===== src/rtl/uart_pkg.sv =====
// Shared types and defaults for the UART receive path.
// Holds the receiver state encoding and the default bit period.
package uart_pkg;

    localparam int unsigned CLKS_PER_BIT_DEF = 868;

    typedef enum logic [2:0] {
        IDLE      = 3'd0,
        START     = 3'd1,
        DATA      = 3'd2,
        STOP      = 3'd3,
        WAIT_IDLE = 3'd4
    } rx_state_e;

endpackage


===== src/rtl/sync2.sv =====
// Two-flop synchronizer for a single asynchronous level; resets to 1 (idle line).
// Latency two clocks; no flow control.
module sync2 (
    input  logic clk,
    input  logic rstn,
    input  logic d,
    output logic q
);

    logic meta_q;
    logic sync_q;

    always_ff @(posedge clk or negedge rstn) begin
        if (!rstn) begin
            meta_q <= 1'b1;
            sync_q <= 1'b1;
        end else begin
            meta_q <= d;
            sync_q <= meta_q;
        end
    end

    assign q = sync_q;

endmodule


===== src/rtl/uart_rx.sv =====
// 8N1 UART receiver: byte appears one cycle after the mid-stop sample.
// Holds one byte; a new byte arriving while that one is unconsumed is dropped with an overrun pulse.
module uart_rx
    import uart_pkg::*;
#(
    parameter int unsigned CLKS_PER_BIT = CLKS_PER_BIT_DEF
) (
    input  logic       clk,
    input  logic       rstn,
    input  logic       rxd,
    output logic [7:0] rdata,
    output logic       rvalid,
    input  logic       rready,
    output logic       ferr,
    output logic       overrun
);

    localparam int unsigned CW = $clog2(CLKS_PER_BIT);
    localparam logic [CW-1:0] HALF_LOAD = CW'(CLKS_PER_BIT / 2 - 1);
    localparam logic [CW-1:0] FULL_LOAD = CW'(CLKS_PER_BIT - 1);

    logic rxd_s;

    rx_state_e     state_q,   state_d;
    logic [CW-1:0] cnt_q,     cnt_d;
    logic [2:0]    idx_q,     idx_d;
    logic [7:0]    shift_q,   shift_d;
    logic [7:0]    rdata_q,   rdata_d;
    logic          rvalid_q,  rvalid_d;
    logic          ferr_q,    ferr_d;
    logic          overrun_q, overrun_d;
    logic          expire;

    sync2 u_sync2 (
        .clk  (clk),
        .rstn (rstn),
        .d    (rxd),
        .q    (rxd_s)
    );

    assign expire = (cnt_q == '0);

    always_comb begin
        state_d   = state_q;
        cnt_d     = cnt_q;
        idx_d     = idx_q;
        shift_d   = shift_q;
        rdata_d   = rdata_q;
        rvalid_d  = rvalid_q & ~rready;
        ferr_d    = 1'b0;
        overrun_d = 1'b0;

        unique case (state_q)
            IDLE: begin
                if (!rxd_s) begin
                    cnt_d   = HALF_LOAD;
                    state_d = START;
                end
            end
            START: begin
                if (!expire) begin
                    cnt_d = cnt_q - 1'b1;
                end else if (!rxd_s) begin
                    cnt_d   = FULL_LOAD;
                    idx_d   = '0;
                    state_d = DATA;
                end else begin
                    state_d = IDLE;
                end
            end
            DATA: begin
                if (!expire) begin
                    cnt_d = cnt_q - 1'b1;
                end else begin
                    shift_d[idx_q] = rxd_s;
                    cnt_d          = FULL_LOAD;
                    if (idx_q == 3'd7) begin
                        state_d = STOP;
                    end else begin
                        idx_d = idx_q + 1'b1;
                    end
                end
            end
            STOP: begin
                if (!expire) begin
                    cnt_d = cnt_q - 1'b1;
                end else if (rxd_s) begin
                    // A transfer in this same cycle frees the slot for the new byte.
                    if (!rvalid_q || rready) begin
                        rdata_d  = shift_q;
                        rvalid_d = 1'b1;
                    end else begin
                        overrun_d = 1'b1;
                    end
                    state_d = IDLE;
                end else begin
                    ferr_d  = 1'b1;
                    state_d = WAIT_IDLE;
                end
            end
            WAIT_IDLE: begin
                // Parks here through a break so it is not read as a run of 0x00 bytes.
                if (rxd_s) begin
                    state_d = IDLE;
                end
            end
            default: begin
                state_d = IDLE;
            end
        endcase
    end

    always_ff @(posedge clk or negedge rstn) begin
        if (!rstn) begin
            state_q   <= IDLE;
            cnt_q     <= '0;
            idx_q     <= '0;
            shift_q   <= '0;
            rdata_q   <= '0;
            rvalid_q  <= 1'b0;
            ferr_q    <= 1'b0;
            overrun_q <= 1'b0;
        end else begin
            state_q   <= state_d;
            cnt_q     <= cnt_d;
            idx_q     <= idx_d;
            shift_q   <= shift_d;
            rdata_q   <= rdata_d;
            rvalid_q  <= rvalid_d;
            ferr_q    <= ferr_d;
            overrun_q <= overrun_d;
        end
    end

    assign rdata   = rdata_q;
    assign rvalid  = rvalid_q;
    assign ferr    = ferr_q;
    assign overrun = overrun_q;

endmodule


===== config.mk =====
export PLATFORM = sky130hd
export DESIGN_NAME = uart_rx
export DESIGN_NICKNAME = d
export VERILOG_FILES = /design/src/rtl/uart_pkg.sv /design/src/rtl/sync2.sv /design/src/rtl/uart_rx.sv
export SDC_FILE = /design/constraint.sdc
export NUM_CORES = 1
export LEC_CHECK = 0
export ABC_CLOCK_PERIOD_IN_PS = 2100
export CAP_MARGIN = 5
export CORE_MARGIN = 10
export CORE_UTILIZATION = 45
export CTS_BUF_LIST = sky130_fd_sc_hd__clkbuf_4 sky130_fd_sc_hd__clkbuf_8
export DETAILED_ROUTE_END_ITERATION = 6
export PLACE_DENSITY = 0.64
export SYNTH_ARGS = -nofsm -noshare
export SYNTH_HDL_FRONTEND = slang
export SYNTH_SLANG_ARGS = --single-unit

===== constraint.sdc =====
create_clock -name clk -period 2.1 [get_ports clk]
set_clock_uncertainty 0.15 [all_clocks]
set_input_delay 0.42 -clock clk [delete_from_list [all_inputs] [get_ports clk]]
set_output_delay 0.42 -clock clk [all_outputs]
set_load 0.02 [all_outputs]

# ---- Word-level counts from Yosys, hierarchy flattened
# Index checks and enable logic that the tools add are counted.
dict set report word_totals {
  register_bits 37
  inputBits 4
  out_inout_bits 11
  wordCells 77
}
dict set report classes {
  addsub 2
  magnitude_cmp 2
  n_eq_ne 15
  n_mux 34
  bitwise 2
  reduce_logical 12
}
# operator count
set op_table {}
lappend op_table {{$mux W10} 5}
lappend op_table {{$pmux W10 S4} 1}
lappend op_table {{$mux W3} 11}
lappend op_table {{$ne A2 B2 Y1 const B} 8}
lappend op_table {{$pmux W3 S5} 1}
lappend op_table {{$mux W1} 12}
lappend op_table {{$logic_not A10 Y1} 1}
lappend op_table {{$sub A10 B1 Y10 const B} 1}
lappend op_table {{$bwmux W8} 1}
lappend op_table {{$reduce_and A4 Y1} 2}
lappend op_table {{$eq A3 B2 Y1 const B} 2}
lappend op_table {{$eq A3 B3 Y1 const B} 2}
lappend op_table {{$pmux W3 S2} 1}
lappend op_table {{$reduce_and A6 Y1} 1}
lappend op_table {{$reduce_and A5 Y1} 1}
lappend op_table {{$lt A3 B4 Y1 const B} 1}
lappend op_table {{$reduce_bool A4 Y1} 1}
lappend op_table {{$add A3 B1 Y3 const B} 1}
lappend op_table {{$demux W1 S3} 1}
lappend op_table {{$eq A3 B1 Y1 const B} 1}
lappend op_table {{$ge A3 B1 Y1 const B} 1}
lappend op_table {{$logic_not A3 Y1} 1}
lappend op_table {{$ne A3 B3 Y1 const B} 1}
lappend op_table {{$mux W2} 1}
lappend op_table {{other kinds (8)} 8}

# ---- Logic depth before layout (Yosys ltp)
dict set report depth {
  ltp_word 6
  ltp_mapped 7
  mapped_depth_nobuf 7
}

# ---- Modules after synthesis
# A second synthesis with hierarchy kept.
dict set report hier_totals {
  cells_unflattened 172
  hier_area_um2 1943.1
}
# mod instances cells_each area_each_um2 seq_area_each_um2
set by_module_without_submodules {}
lappend by_module_without_submodules {uart_rx 1 170 1890.6 875.8}
lappend by_module_without_submodules {sync2 1 2 52.6 52.6}

# ---- Worst setup path after synthesis
# Ideal clock, no wire load.
dict set report synth_path {
  path_kind {register to register}
  startpoint {register cnt_q[4]}
  endpoint {register shift_q[7]}
  setup_time_ns 0.127
  arrival_ns 1.677
  required_time_ns 1.823
  setup_slack_ns 0.146
  path_stages_with_launch 6
  period_less_slack_ns 1.954
  path_cell_list {dfrtp_1 nor4_4 nand3_4 nor4_4 nand3_1 mux2_1}
}
dict set report synth_between {
  elab_chain_cells 2
}
# element line_no
set synth_rtl {}
lappend synth_rtl {{from (decl)} uart_rx.sv:25} ;# logic [CW-1:0] cnt_q, cnt_d;
lappend synth_rtl {{from (signal assigned)} uart_rx.sv:125} ;# cnt_q <= cnt_d;
lappend synth_rtl {{$logic_not A10 Y1} uart_rx.sv:41} ;# assign expire = (cnt_q == '0);
lappend synth_rtl {{$reduce_and A2 Y1 (no line)} --}
lappend synth_rtl {{to (signal assigned)} uart_rx.sv:127} ;# shift_q <= shift_d;
lappend synth_rtl {{to (decl)} uart_rx.sv:27} ;# logic [7:0] shift_q, shift_d;
# No other way between the ends.
# A chain may end at the register's enable or synchronous reset.

# ---- Worst setup path after layout
dict set report layout_path {
  startpoint {register cnt_q[7]}
  endpoint {register shift_q[7]}
}
# The elaborated chain is that of the path after synthesis.

==> flow_summary.ini <==
[run_status]
status = finished, final reports clean

[global_routing]
grt_total_usage_pct = 10.6
grt-busiest-layer = met2
global_route.usage.met3_pct = 3.86
grt_antenna_before_repair = 0
grt_overflow = 0
grt_max_degree = 38
met1_usage_pct = 13.1
global_route_wire_length_before_repair_um = 6340
via_count_of_the_first_global_routing_pass = 1355
grtUsageMet2_pct = 16.5

[yosys]
syn_inst = 165
synth_fp_nets = 173
netlist-cell-type-count = 45
avgSynthCellArea_um2 = 11.4
ys_ff_latch = 37
count_of_warnings_emitted_by_yosys = 0
mappedNetlistArea_mm2 = 0.00189
synth.yosys.seq_area_share_pct = 49.2

[flow_run]
cap_viol_max_count = 0

[sta]
timing.final.setup_violations = 0
final_period_minus_worst_setup_slack_ps = 2030
max_slew.worst_pin.slew_ps = 457
period_share_pct = 96.8
report.final.hold_viol_count = 0
report.final.slew_viol_count = 0
max_slew_margin_pct = 69.3
setup_ws_ps = 66.8
fmax_mhz = 492
rsz0062_at_grt = true

[final_layout]
area_taken_by_flip_flops_and_latches_um2 = 928
fin_util_pct = 57.7
multiInputGateArea_um2 = 935
antennaDiodeCount = 0
nFillCells = 336
signed_area_change_from_the_synthesized_netlist_to_the_final_layout_pct = 23.2
fin_nets = 204
drive_above_1_share_pct = 31.5

[floorplan]
effective_utilization_at_floorplan_pct = 46.9
die_width_um = 84.8
fp.dieArea_mm2 = 0.00719
floorplan.io_pins = 15
num_rows = 23
core_area_mm2 = 0.00403
die_boundary_height_um = 84.8

[clocking]
cts_inserted_buffers = 5
clockRootBuffer = sky130_fd_sc_hd__clkbuf_8
clk_path_buf_depth = 2
post_cts_hold_buffer_count = 0
clkLatencyLatePin_ps = 290
cts_tree = done
clk_pin_slew_worst_paths_ps = 70
ctsHtreeMaxLevel = 2
number_of_sinks_on_the_clock_net = 37

[setup_path]
critical-path-slowest-cell = sky130_fd_sc_hd__dfrtp_1
reg2reg_slack_ps = 70
crit_top_cell = sky130_fd_sc_hd__nor4_4
critical_path.max_fanout = 6
timing.critical_path.required_ps = 2120
cp.arrival_ps = 2050
critPathCaptureType = register
crit_path_max_incr_delay_ps = 410
sort_of_element_at_the_start_of_the_critical_path = register
criticalPathCategory = reg -> reg
cp_cell_sequence = nor4_4, nand3_4, nor4_4, nand3_1, mux2_1

[pwr]
leakage_nw = 1.05
power-per-cell-area_mw_per_mm2 = 592
max-vdd-ir-drop_uv = 442

[routing]
totalWireLength_um = 3790
detail_route.wl_per_cell_um = 15.3
dr_total_vias = 1397
firstDrtPassIters = 4
post_drt_via_cell_ratio = 5.66
final_antenna_net_count = 0
drcViolationCount = 0
drt-initial-drc-count = 85

[place]
detailedPlace.worstSlack_ps = 41.4
place_hpwl_um = 2770
port-buffer-count = 14
place.gp.congestion = 0.930

[hold_path]
worst_hold_path_type = reg -> reg
==> power breakdown <==
part	total [mW]	switching, mW	internal [mW]
clock	0.631	0.245	0.386
sequential	0.717	0.000871	0.716
combinational	0.0296	0.0206	0.00907
total	1.38	0.266	1.11
==> cell usage in the layout, fill, tap and decap left out, drive strengths merged, types with 6 or more instances in the layout <==
master,synthesis,final
clkdlybuf4s50,0,14
nor4,7,7
mux2,17,17
nor3,7,7
nor2,10,10
clkbuf,2,6
o21ai,10,10
nand2,13,13
buf,5,17
dfrtp,35,35
==> layout make-up <==
| type | instances | share of cell area (%) |
|---|---|---|
| multi-input cells | 117 | 40.2 |
| flip-flops and latches | 37 | 39.9 |
| repair buffers | 31 | 11.4 |
| clock buffers | 6 | 3.55 |
| well taps | 50 | 2.69 |
| clock inverters | 2 | 1.61 |
| inverters | 4 | 0.646 |
==> synth_stat cells (all sizes together) <==
library cell | count | area, µm²
dfrtp | 35 | 876
mux2 | 17 | 191
nand2 | 13 | 48.8
nor2 | 10 | 37.5
o21ai | 10 | 50.1
nor3 | 7 | 35.0
nor4 | 7 | 104
a22o | 5 | 43.8
buf | 5 | 31.3
nand3 | 5 | 37.5
ha | 4 | 50.1
inv | 4 | 15.0
a31oi | 3 | 18.8
nor2b | 3 | 18.8
a21boi | 2 | 15.0
a21oi | 2 | 10.0
a2bb2oi | 2 | 17.5
a311oi | 2 | 17.5
and2 | 2 | 12.5
and3 | 2 | 15.0
clkbuf | 2 | 7.51
dfstp | 2 | 52.6
nand2b | 2 | 12.5
or2 | 2 | 12.5
a211oi | 1 | 7.51
a22oi | 1 | 7.51
a31o | 1 | 8.76
a32o | 1 | 10.0
and2b | 1 | 8.76
mux2i | 1 | 10.0
nand4 | 1 | 21.3
nor3b | 1 | 7.51
o211ai | 1 | 7.51
o21a | 1 | 7.51
o21ba | 1 | 10.0
o21bai | 1 | 7.51
o22ai | 1 | 6.26
o2bb2ai | 1 | 8.76
o41ai | 1 | 8.76
or3 | 1 | 11.3
xnor2 | 1 | 8.76
==> cell families after synthesis <==
logic type	after synthesis	share of synthesized area [%]
simple gates	57	20.3
compound gates	37	13.9
flops	37	49.2
mux	18	10.7
buf+inv	11	2.85
fa+ha+maj	4	2.65
xor+xnor	1	0.464
==> sequential cells by signal, summed over array words and instances (netlist names) <==
name / cells
ferr: 1
rdata: 8
cnt_q: 10
rvalid: 1
shift_q: 8
idx_q: 3
u_sync2.meta_q: 1
u_sync2.q: 1
overrun: 1
state_q: 3
==> path summary, 6_finish.rpt <==
check | startpoint | to | cells past startpoint
setup / recovery | cnt_q[7]$_DFFE_PN0P_ | shift_q[7]$_DFFE_PN0P_ | 5
hold / removal | u_sync2.meta_q$_DFF_PN1_ | u_sync2.q$_DFF_PN1_ | 0
setup reg to reg | cnt_q[7]$_DFFE_PN0P_ | shift_q[7]$_DFFE_PN0P_ | 5
hold reg to reg | u_sync2.meta_q$_DFF_PN1_ | u_sync2.q$_DFF_PN1_ | 0
max in group asynchronous | rstn | u_sync2.q$_DFF_PN1_ | 2
min in group asynchronous | rstn | rdata[5]$_DFFE_PN0P_ | 2
==> per-layer routing <==
layer | up-vias | part of all wire (%)
met2 | 36 | 47
met4 | 0 | 1.5
met1 | 684 | 45
li1 | 671 | -
met5 | - | 0
met3 | 6 | 6.4
==> stage by stage <==
stage	instances	cell area (µm²)	setup TNS [ps]	hold slack (ps)	power (mW)
2_1_floorplan	165	1890	0	-25.6	0.737
3_3_place_gp	236	2160	0	199	0.760
3_5_place_dp	236	2160	0	199	0.761
4_1_cts	244	2280	0	214	1.40
5_1_grt	247	2330	-140	216	1.44
6_report	247	2330	0	211	1.38
==> worst max-delay path, delay by kind of cell (launching register included) <==
| family | cells | cell delay (ps) |
|---|---|---|
| multiplexers | 1 | 320 |
| AND/OR/NAND/NOR | 4 | 1040 |
| flip-flops | 1 | 410 |
==> timing repair <==
| action | in CTS | in global routing |
|---|---|---|
| setup endpoints to repair | 0 | 16 |
| hold endpoints to repair | 0 | 0 |
| resized for setup | 0 | 10 |
| setup buffers | 0 | 2 |
(Power assumes the default switching activity.)
